--- config.mk ---
export PLATFORM = sky130hd
export DESIGN_NAME = pwm_multi_channel
export DESIGN_NICKNAME = d
export VERILOG_FILES = /design/src/rtl/pwm_multi_channel_pkg.sv /design/src/rtl/pwm_multi_channel_timebase.sv /design/src/rtl/pwm_multi_channel.sv
export SDC_FILE = /design/constraint.sdc
export NUM_CORES = 1
export LEC_CHECK = 0
export CAP_MARGIN = 15
export CORE_MARGIN = 10
export CORE_UTILIZATION = 50
export CTS_CLUSTER_DIAMETER = 200
export DETAILED_ROUTE_END_ITERATION = 16
export PLACE_DENSITY_LB_ADDON = 0.12
export SLEW_MARGIN = 20
export SYNTH_ARGS = -nofsm -noshare
export SYNTH_HDL_FRONTEND = slang
export SYNTH_HIERARCHICAL = 1
export SYNTH_SLANG_ARGS = --single-unit
--- constraint.sdc ---
create_clock -name sys_clk_i -period 5.69 [get_ports sys_clk_i]
set_clock_uncertainty 0.2 [all_clocks]
set_input_delay 0.8535 -clock sys_clk_i [delete_from_list [all_inputs] [get_ports sys_clk_i]]
set_output_delay 0.8535 -clock sys_clk_i [all_outputs]
set_load 0.01 [all_outputs]
--- src/rtl/pwm_multi_channel_pkg.sv ---
// Shared types and sizing helpers for the multi-channel PWM generator.
// Centre-aligned counting is compiled in only when PWM_CENTER_ALIGN_EN is defined.
package pwm_multi_channel_pkg;

    typedef enum logic {
        MODE_EDGE   = 1'b0,
        MODE_CENTER = 1'b1
    } pwm_mode_e;

    // One extra address bit so out-of-range channel indices are representable.
    function automatic int pwm_addr_w(input int num_ch);
        return $clog2(num_ch) + 1;
    endfunction

    function automatic int pwm_max(input int cw);
        return (1 << cw) - 1;
    endfunction

endpackage

--- src/rtl/pwm_multi_channel_timebase.sv ---
// Shared timebase: clk_in synchroniser, prescaler, counter and period boundary.
// With PWM_CENTER_ALIGN_EN defined the counter can run up/down; otherwise edge mode only.
module pwm_multi_channel_timebase
    import pwm_multi_channel_pkg::*;
#(
    parameter int COMPARE_SIZE  = 8,
    parameter int PRESCALE_SIZE = 8
) (
    input  logic                     clk_i,
    input  logic                     rst_i,
    input  logic                     clk_in_i,
    input  logic                     use_sys_i,
    input  logic [PRESCALE_SIZE-1:0] prescale_i,
    input  logic                     center_mode_i,
    output logic [COMPARE_SIZE-1:0]  cnt_o,
    output logic                     boundary_o
);

    localparam logic [COMPARE_SIZE-1:0] CMP_MAX = COMPARE_SIZE'(pwm_max(COMPARE_SIZE));

    // [1:0] is the two-flop synchroniser, [2] holds the previous synced level.
    logic [2:0]               sync_q;
    logic [PRESCALE_SIZE-1:0] psc_q, psc_d;
    logic [COMPARE_SIZE-1:0]  cnt_q, cnt_d;
    logic                     tick, step, bnd;

    assign tick = use_sys_i | (sync_q[1] & ~sync_q[2]);
    assign step = tick && (psc_q == prescale_i);

    always_comb begin
        psc_d = psc_q;
        if (tick) psc_d = step ? '0 : psc_q + 1'b1;
    end

`ifdef PWM_CENTER_ALIGN_EN
    pwm_mode_e mode_q, mode_d;
    logic      dir_q, dir_d;   // 1 = counting down

    always_comb begin
        cnt_d  = cnt_q;
        dir_d  = dir_q;
        mode_d = mode_q;
        bnd    = 1'b0;
        if (step) begin
            if (mode_q == MODE_CENTER) begin
                if (dir_q) begin
                    if (cnt_q == '0) begin
                        bnd   = 1'b1;
                        cnt_d = COMPARE_SIZE'(1);
                        dir_d = 1'b0;
                    end else begin
                        cnt_d = cnt_q - 1'b1;
                    end
                end else if (cnt_q == CMP_MAX) begin
                    cnt_d = cnt_q - 1'b1;
                    dir_d = 1'b1;
                end else begin
                    cnt_d = cnt_q + 1'b1;
                end
            end else begin
                cnt_d = cnt_q + 1'b1;
                dir_d = 1'b0;
                bnd   = (cnt_q == CMP_MAX);
            end
            // Mode only changes between periods so no period is ever split.
            if (bnd) mode_d = center_mode_i ? MODE_CENTER : MODE_EDGE;
        end
    end

    always_ff @(posedge clk_i) begin
        if (rst_i) begin
            mode_q <= MODE_EDGE;
            dir_q  <= 1'b0;
        end else begin
            mode_q <= mode_d;
            dir_q  <= dir_d;
        end
    end
`else
    logic unused_center;
    assign unused_center = center_mode_i;

    always_comb begin
        cnt_d = cnt_q;
        bnd   = 1'b0;
        if (step) begin
            cnt_d = cnt_q + 1'b1;
            bnd   = (cnt_q == CMP_MAX);
        end
    end
`endif

    always_ff @(posedge clk_i) begin
        if (rst_i) begin
            sync_q <= '0;
            psc_q  <= '0;
            cnt_q  <= '0;
        end else begin
            sync_q <= {sync_q[1:0], clk_in_i};
            psc_q  <= psc_d;
            cnt_q  <= cnt_d;
        end
    end

    assign cnt_o      = cnt_q;
    assign boundary_o = bnd;

endmodule

--- src/rtl/pwm_multi_channel.sv ---
// NUM_CH-channel PWM with double-buffered compares applied at period boundaries.
// Define PWM_CENTER_ALIGN_EN to honour center_mode_i (up/down counting).
module pwm_multi_channel
    import pwm_multi_channel_pkg::*;
#(
    parameter int NUM_CH        = 4,
    parameter int COMPARE_SIZE  = 8,
    parameter int PRESCALE_SIZE = 8
) (
    input  logic                          sys_clk_i,
    input  logic                          rst_i,
    input  logic                          clk_in_i,
    input  logic                          use_sys_i,
    input  logic [PRESCALE_SIZE-1:0]      prescale_i,
    input  logic                          center_mode_i,
    input  logic                          wr_i,
    input  logic [pwm_addr_w(NUM_CH)-1:0] wr_addr_i,
    input  logic [COMPARE_SIZE-1:0]       wr_data_i,
    input  logic [NUM_CH-1:0]             ena_i,
    output logic [NUM_CH-1:0]             pwm_out_o,
    output logic                          period_start_o
);

    localparam int                      ADDR_W   = pwm_addr_w(NUM_CH);
    localparam logic [ADDR_W-1:0]       NUM_CH_A = ADDR_W'(NUM_CH);
    localparam logic [COMPARE_SIZE-1:0] CMP_MAX  = COMPARE_SIZE'(pwm_max(COMPARE_SIZE));

    logic [COMPARE_SIZE-1:0]             cnt;
    logic                                boundary;
    logic                                wr_q, wr_hit;
    logic [NUM_CH-1:0]                   wr_sel;
    logic [NUM_CH-1:0][COMPARE_SIZE-1:0] shadow_q, shadow_d, active_q, active_d;
    logic [NUM_CH-1:0]                   pending_q, pending_d, armed_q, armed_d;
    logic [NUM_CH-1:0]                   pwm_q, pwm_d;
    logic                                period_start_q;

    pwm_multi_channel_timebase #(
        .COMPARE_SIZE  (COMPARE_SIZE),
        .PRESCALE_SIZE (PRESCALE_SIZE)
    ) u_timebase (
        .clk_i         (sys_clk_i),
        .rst_i         (rst_i),
        .clk_in_i      (clk_in_i),
        .use_sys_i     (use_sys_i),
        .prescale_i    (prescale_i),
        .center_mode_i (center_mode_i),
        .cnt_o         (cnt),
        .boundary_o    (boundary)
    );

    // A held strobe produces exactly one write.
    assign wr_hit = wr_i && !wr_q && (wr_addr_i < NUM_CH_A);

    for (genvar g = 0; g < NUM_CH; g++) begin : g_ch
        assign wr_sel[g]    = wr_hit && (wr_addr_i == ADDR_W'(g));
        // Boundary transfer uses the pre-write shadow; a same-cycle write stays pending.
        assign active_d[g]  = (boundary && pending_q[g]) ? shadow_q[g] : active_q[g];
        assign shadow_d[g]  = wr_sel[g] ? wr_data_i : shadow_q[g];
        assign pending_d[g] = wr_sel[g] | (pending_q[g] & ~boundary);
        assign armed_d[g]   = ena_i[g] & (armed_q[g] | boundary);
        assign pwm_d[g]     = armed_q[g] & ena_i[g] &
                              ((active_q[g] == CMP_MAX) | (cnt < active_q[g]));
    end

    always_ff @(posedge sys_clk_i) begin
        if (rst_i) begin
            wr_q           <= 1'b0;
            shadow_q       <= '0;
            active_q       <= '0;
            pending_q      <= '0;
            armed_q        <= '0;
            pwm_q          <= '0;
            period_start_q <= 1'b0;
        end else begin
            wr_q           <= wr_i;
            shadow_q       <= shadow_d;
            active_q       <= active_d;
            pending_q      <= pending_d;
            armed_q        <= armed_d;
            pwm_q          <= pwm_d;
            period_start_q <= boundary;
        end
    end

    assign pwm_out_o      = pwm_q;
    assign period_start_o = period_start_q;

endmodule

Yosys cells after proc, flatten, opt, wreduce, memory -nomap -nowiden --
Index checks and enable logic that the tools add are counted.
Cells by class: magnitude comparators 5, reductions and logical operators 13, add/subtract/negate cells 2, equal/unequal tests 9, bitwise gates (word level) 32, multiplexer cells 2
Operator list (number):
- $eq A8 B8 Y1 const B | 5
- $lt A8 B8 Y1 | 4
- $and A1 B1 Y1 | 17
- $add A8 B1 Y8 const B | 2
- $or A1 B1 Y1 | 13
- $logic_and A1 B1 Y1 | 11
- $eq A8 B8 Y1 | 1
- $mux W8 | 1
- $eq A3 B2 Y1 const B | 2
- $eq A3 B1 Y1 const B | 1
- $logic_not A3 Y1 | 1
- $lt A3 B3 Y1 const B | 1
- $not A1 Y1 | 2
- $logic_not A1 Y1 | 1
- $mux W1 | 1
Word-level totals: register bits after elaboration 97, word-level logic and storage cells 79

Logic depth before layout (Yosys ltp) --
word-level depth 8, depth in mapped cells 11, depth with buffers taken out 7

By module --
The synthesis kept the hierarchy.
Modules (own cells, without submodules):
- pwm_multi_channel | cells an instance 432, sequential area each 1561.5 um^2, instances 1, area each 3532.1 um^2
- pwm_multi_channel_timebase | cells an instance 104, sequential area each 380.4 um^2, instances 1, area each 889.6 um^2

Least setup slack after synthesis --
OpenSTA, ideal clock, no wires.
path kind input -> register, from input prescale_i[2], to register active_q[24] (netlist name), path buffers 4, stages 11, library setup time 134 ps, setup slack 2461 ps, data arrival time 2896 ps, path through xnor2_1 nand4_1 or4_1 buf_2 clkbuf_1 nor3_1 clkbuf_1 clkbuf_1 nand2_1 nand2_1 a21oi_1
Between the ends: longest elaborated chain between the ends 4
RTL lines:
- start: declaration | RTL line pwm_multi_channel.sv:14 | input logic [PRESCALE_SIZE-1:0] prescale_i,
- $eq A8 B8 Y1 | RTL line pwm_multi_channel_timebase.sv:28 | assign step = tick && (psc_q == prescale_i);
- $logic_and A1 B1 Y1 | RTL line pwm_multi_channel_timebase.sv:28
- $mux W1 | RTL line pwm_multi_channel_timebase.sv:86 | if (step) begin
- net boundary | RTL line pwm_multi_channel.sv:29 | logic boundary;
- $logic_and A1 B1 Y1 | RTL line pwm_multi_channel.sv:57 | assign active_d[g] = (boundary && pending_q[g]) ? shadow_q[g] : active_q[g];
- end signal: assignment | RTL line pwm_multi_channel.sv:77 | active_q <= active_d;
- end: declaration | RTL line pwm_multi_channel.sv:32 | logic [NUM_CH-1:0][COMPARE_SIZE-1:0] shadow_q, shadow_d, active_q, active_d;
The timed path passes the listed nets, and every way through them passes these cells. A chain may end at the register's enable or synchronous reset.

Worst setup path after layout --
from input prescale_i[2], to register active_q[21] (netlist name)
The elaborated chain is that of the path after synthesis.

==> impl_metrics.yaml <==
run_status:
  run_status: "completed"
floorplan:
  core_um2: 8680
  dieWidth_um: 114
  die_area_um2: 13000
  start_util_pct: 51.0
  rows: 34
  die_y_um: 114
  ios: 34
min_path:
  hold_depth: 1
  hold_path_class: "flip-flop to flip-flop"
  hold-path-endpoint: "u_timebase/sync_q[1]"
  hp-start: "u_timebase/sync_q[0]"
clock_tree:
  post_cts_buffers: 0
  cts_buffer_depth: 2
  clock-sinks: 97
  clkTransAtPathRegs_ps: 90
  postCtsResizedCells: 0
  clock_latency_ps: 360
  htree_levels: 3
  cts_hold_buf: 0
  cts_root_buffer: "clkbuf_8"
  cts_tree: "yes"
  cts_made_buffers: 9
placed_design:
  place.gp.congestion: 0.774
  portBuffers: 32
  place_hpwl_um: 7000
  preCtsSetupSlack_ps: 1620
yosys:
  ys_types: 39
  ys.warnings.count: 6
  syn_nets: 595
  synth_top_area_share_pct: 43.9
  syn_avg_cell_area_um2: 8.25
  syn_area_um2: 4420
  synth_ff_type: "dfxtp_1"
  yosysSeqAreaShare_pct: 43.9
  postSynthCellCount: 536
  yosys.area.top_type: "dfxtp_1"
  synthArstFlopShare_pct: 0
  ys_seq_elements: 97
  yosys-top-cells-count: "dfxtp_1 (97), nand2_1 (97), a21oi_1 (66), nand3_1 (38), inv_1 (34)"
  synth_enable_flop_cells: 0
  yosys-top-cells-area: "dfxtp_1 (44%), ha_1 (8.5%), nand2_1 (8.2%)"
pwr:
  leakagePower_nw: 1.62
  power_per_cell_area_nw_per_um2: 248
  irDropWorstVdd_mv: 0.129
  p_total_mw: 1.24
setup_path:
  start_kind: "input pin"
  r2r_setup_slack_ps: 2550
  arrival_ps: 3690
  crit_type: "input pin to flip-flop"
  cp_max_fo: 39
  startpoint: "prescale_i[2]"
  cp-end-kind: "flip-flop"
  worstReg2RegEnd: "active_q[21]"
  cp_data_required_time_ps: 5710
  timing.rr.start: "u_timebase/psc_q[0]"
  reg2reg_depth: 8
grt:
  grt_pass1_vias: 3371
  antenna_found_initial: 0
  grt_max_degree: 67
  overflow: 0
  grt.total_usage_pct: 15.3
  grt_pass1_wl_um: 16400
timing:
  setup_viol: 0
  fmax_mhz: 272
  fin_crit_sh_pct: 64.6
  final.setup.tns_ps: 0
  fin_ws_ps: 2010
  worst_slew_pin_slew_ps: 917
  worst_hold_slack_ps: 256
  post-route-min-period_ps: 3680
  relSlewSlack_pct: 38.6
  rsz0062_at_grt: "no"
  slew_violations: 0
  timing.final.hold_violations: 0
drt:
  wl_per_cell_um: 14.5
  ant_nets: 0
  vias: 3590
  drt_iter0_markers: 189
  totalWireLength_um: 9700
  drc: 0
  viasPerCell: 5.37
  first_pass_iters: 5
cells_and_area:
  finalNetCount: 615
  drive_above_1_share_pct: 4.64
  area_growth_pct: 13.2
  n_antenna_cell: 0
job:
  cap_viol_max_count: 0
-- layer usage --
layer | vias up | global-route usage [%] | wire length [µm] | share of wire, %
met4 | 0 | 3.51 | 72 | 0.74
met5 | - | 0 | 0 | 0
li1 | 1890 | - | - | -
met1 | 1636 | 20.5 | 4840 | 50
met3 | 4 | 4.20 | 408 | 4.2
met2 | 60 | 23.9 | 4380 | 45
-- worst max-delay path by stage --
stage and endpoint:
2_1_floorplan active_q[24], 3_3_place_gp active_q[17], 3_5_place_dp active_q[24], 4_1_cts active_q[21]
5_1_grt active_q[26], 6_report active_q[21]
-- power breakdown --
| group | switching, mW | internal (mW) |
|---|---|---|
| clock | 0.241 | 0.247 |
| sequential | 0.00667 | 0.686 |
| combinational | 0.0310 | 0.0296 |
| total | 0.278 | 0.963 |
-- state kept, by name, indices dropped and copies added, names as in the netlist --
name,flops
period_start_o,1
wr_q,1
pwm_out_o,4
armed_q,4
active_q,32
shadow_q,32
u_timebase/cnt_o,8
u_timebase/psc_q,8
u_timebase/sync_q,3
pending_q,4
-- cell families (layout without fill, tap and decap cells) --
logic type,Yosys count,after routing,synth area share (%)
xor+xnor,14,14,2.77
compound gates,104,104,13.1
flops,97,97,43.9
fa+ha+maj,30,30,8.49
buf+inv,59,83,5.23
simple gates,223,223,24.5
mux,9,9,2.04
-- worst max-delay path, cell delays in order --
cell and delay, ps:
clkdlybuf4s50_1 480, xnor2_1 110, nand4_1 100, or4_1 840, nor3_2 400, buf_4 420
nand2_1 270, nand2_1 140, a21oi_1 70
-- stage by stage --
step / util, % / instance area (µm²) / cells
after floorplan: - / 4420 / 536
after detailed placement: 55.2 / 4790 / 653
after global placement: 55.2 / 4790 / 653
after CTS: 57.7 / 5000 / 668
after global routing: 57.7 / 5000 / 668
final: 57.7 / 5000 / 668
-- final cells by class --
class                      count  area [µm²]
timing repair buffer          34         330
inverter                      34         128
sequential                    97        1940
clock buffer                   9         124
fill                         821        3670
tap                          108         135
clock inverter                 6        92.6
multi-input combinational    380        2250
-- cells in the final DEF (no fill, tap or decap), types with 3 or more instances in the layout --
cell type | netlist | final
nand2_1 | 97 | 97
dfxtp_1 | 97 | 97
a21oi_1 | 66 | 66
nand3_1 | 38 | 38
inv_1 | 34 | 34
nor2_1 | 33 | 33
clkdlybuf4s50_1 | 0 | 31
ha_1 | 30 | 30
o21ai_0 | 17 | 17
nand4_1 | 16 | 16
a211oi_1 | 12 | 12
xnor2_1 | 11 | 11
mux2i_1 | 9 | 9
clkbuf_8 | 0 | 9
or3_1 | 6 | 6
nor3b_1 | 5 | 5
nor2b_1 | 5 | 5
o211ai_1 | 4 | 4
nor4bb_1 | 4 | 4
nand4b_1 | 4 | 4
xor2_1 | 3 | 3
(Power assumes the default switching activity.)
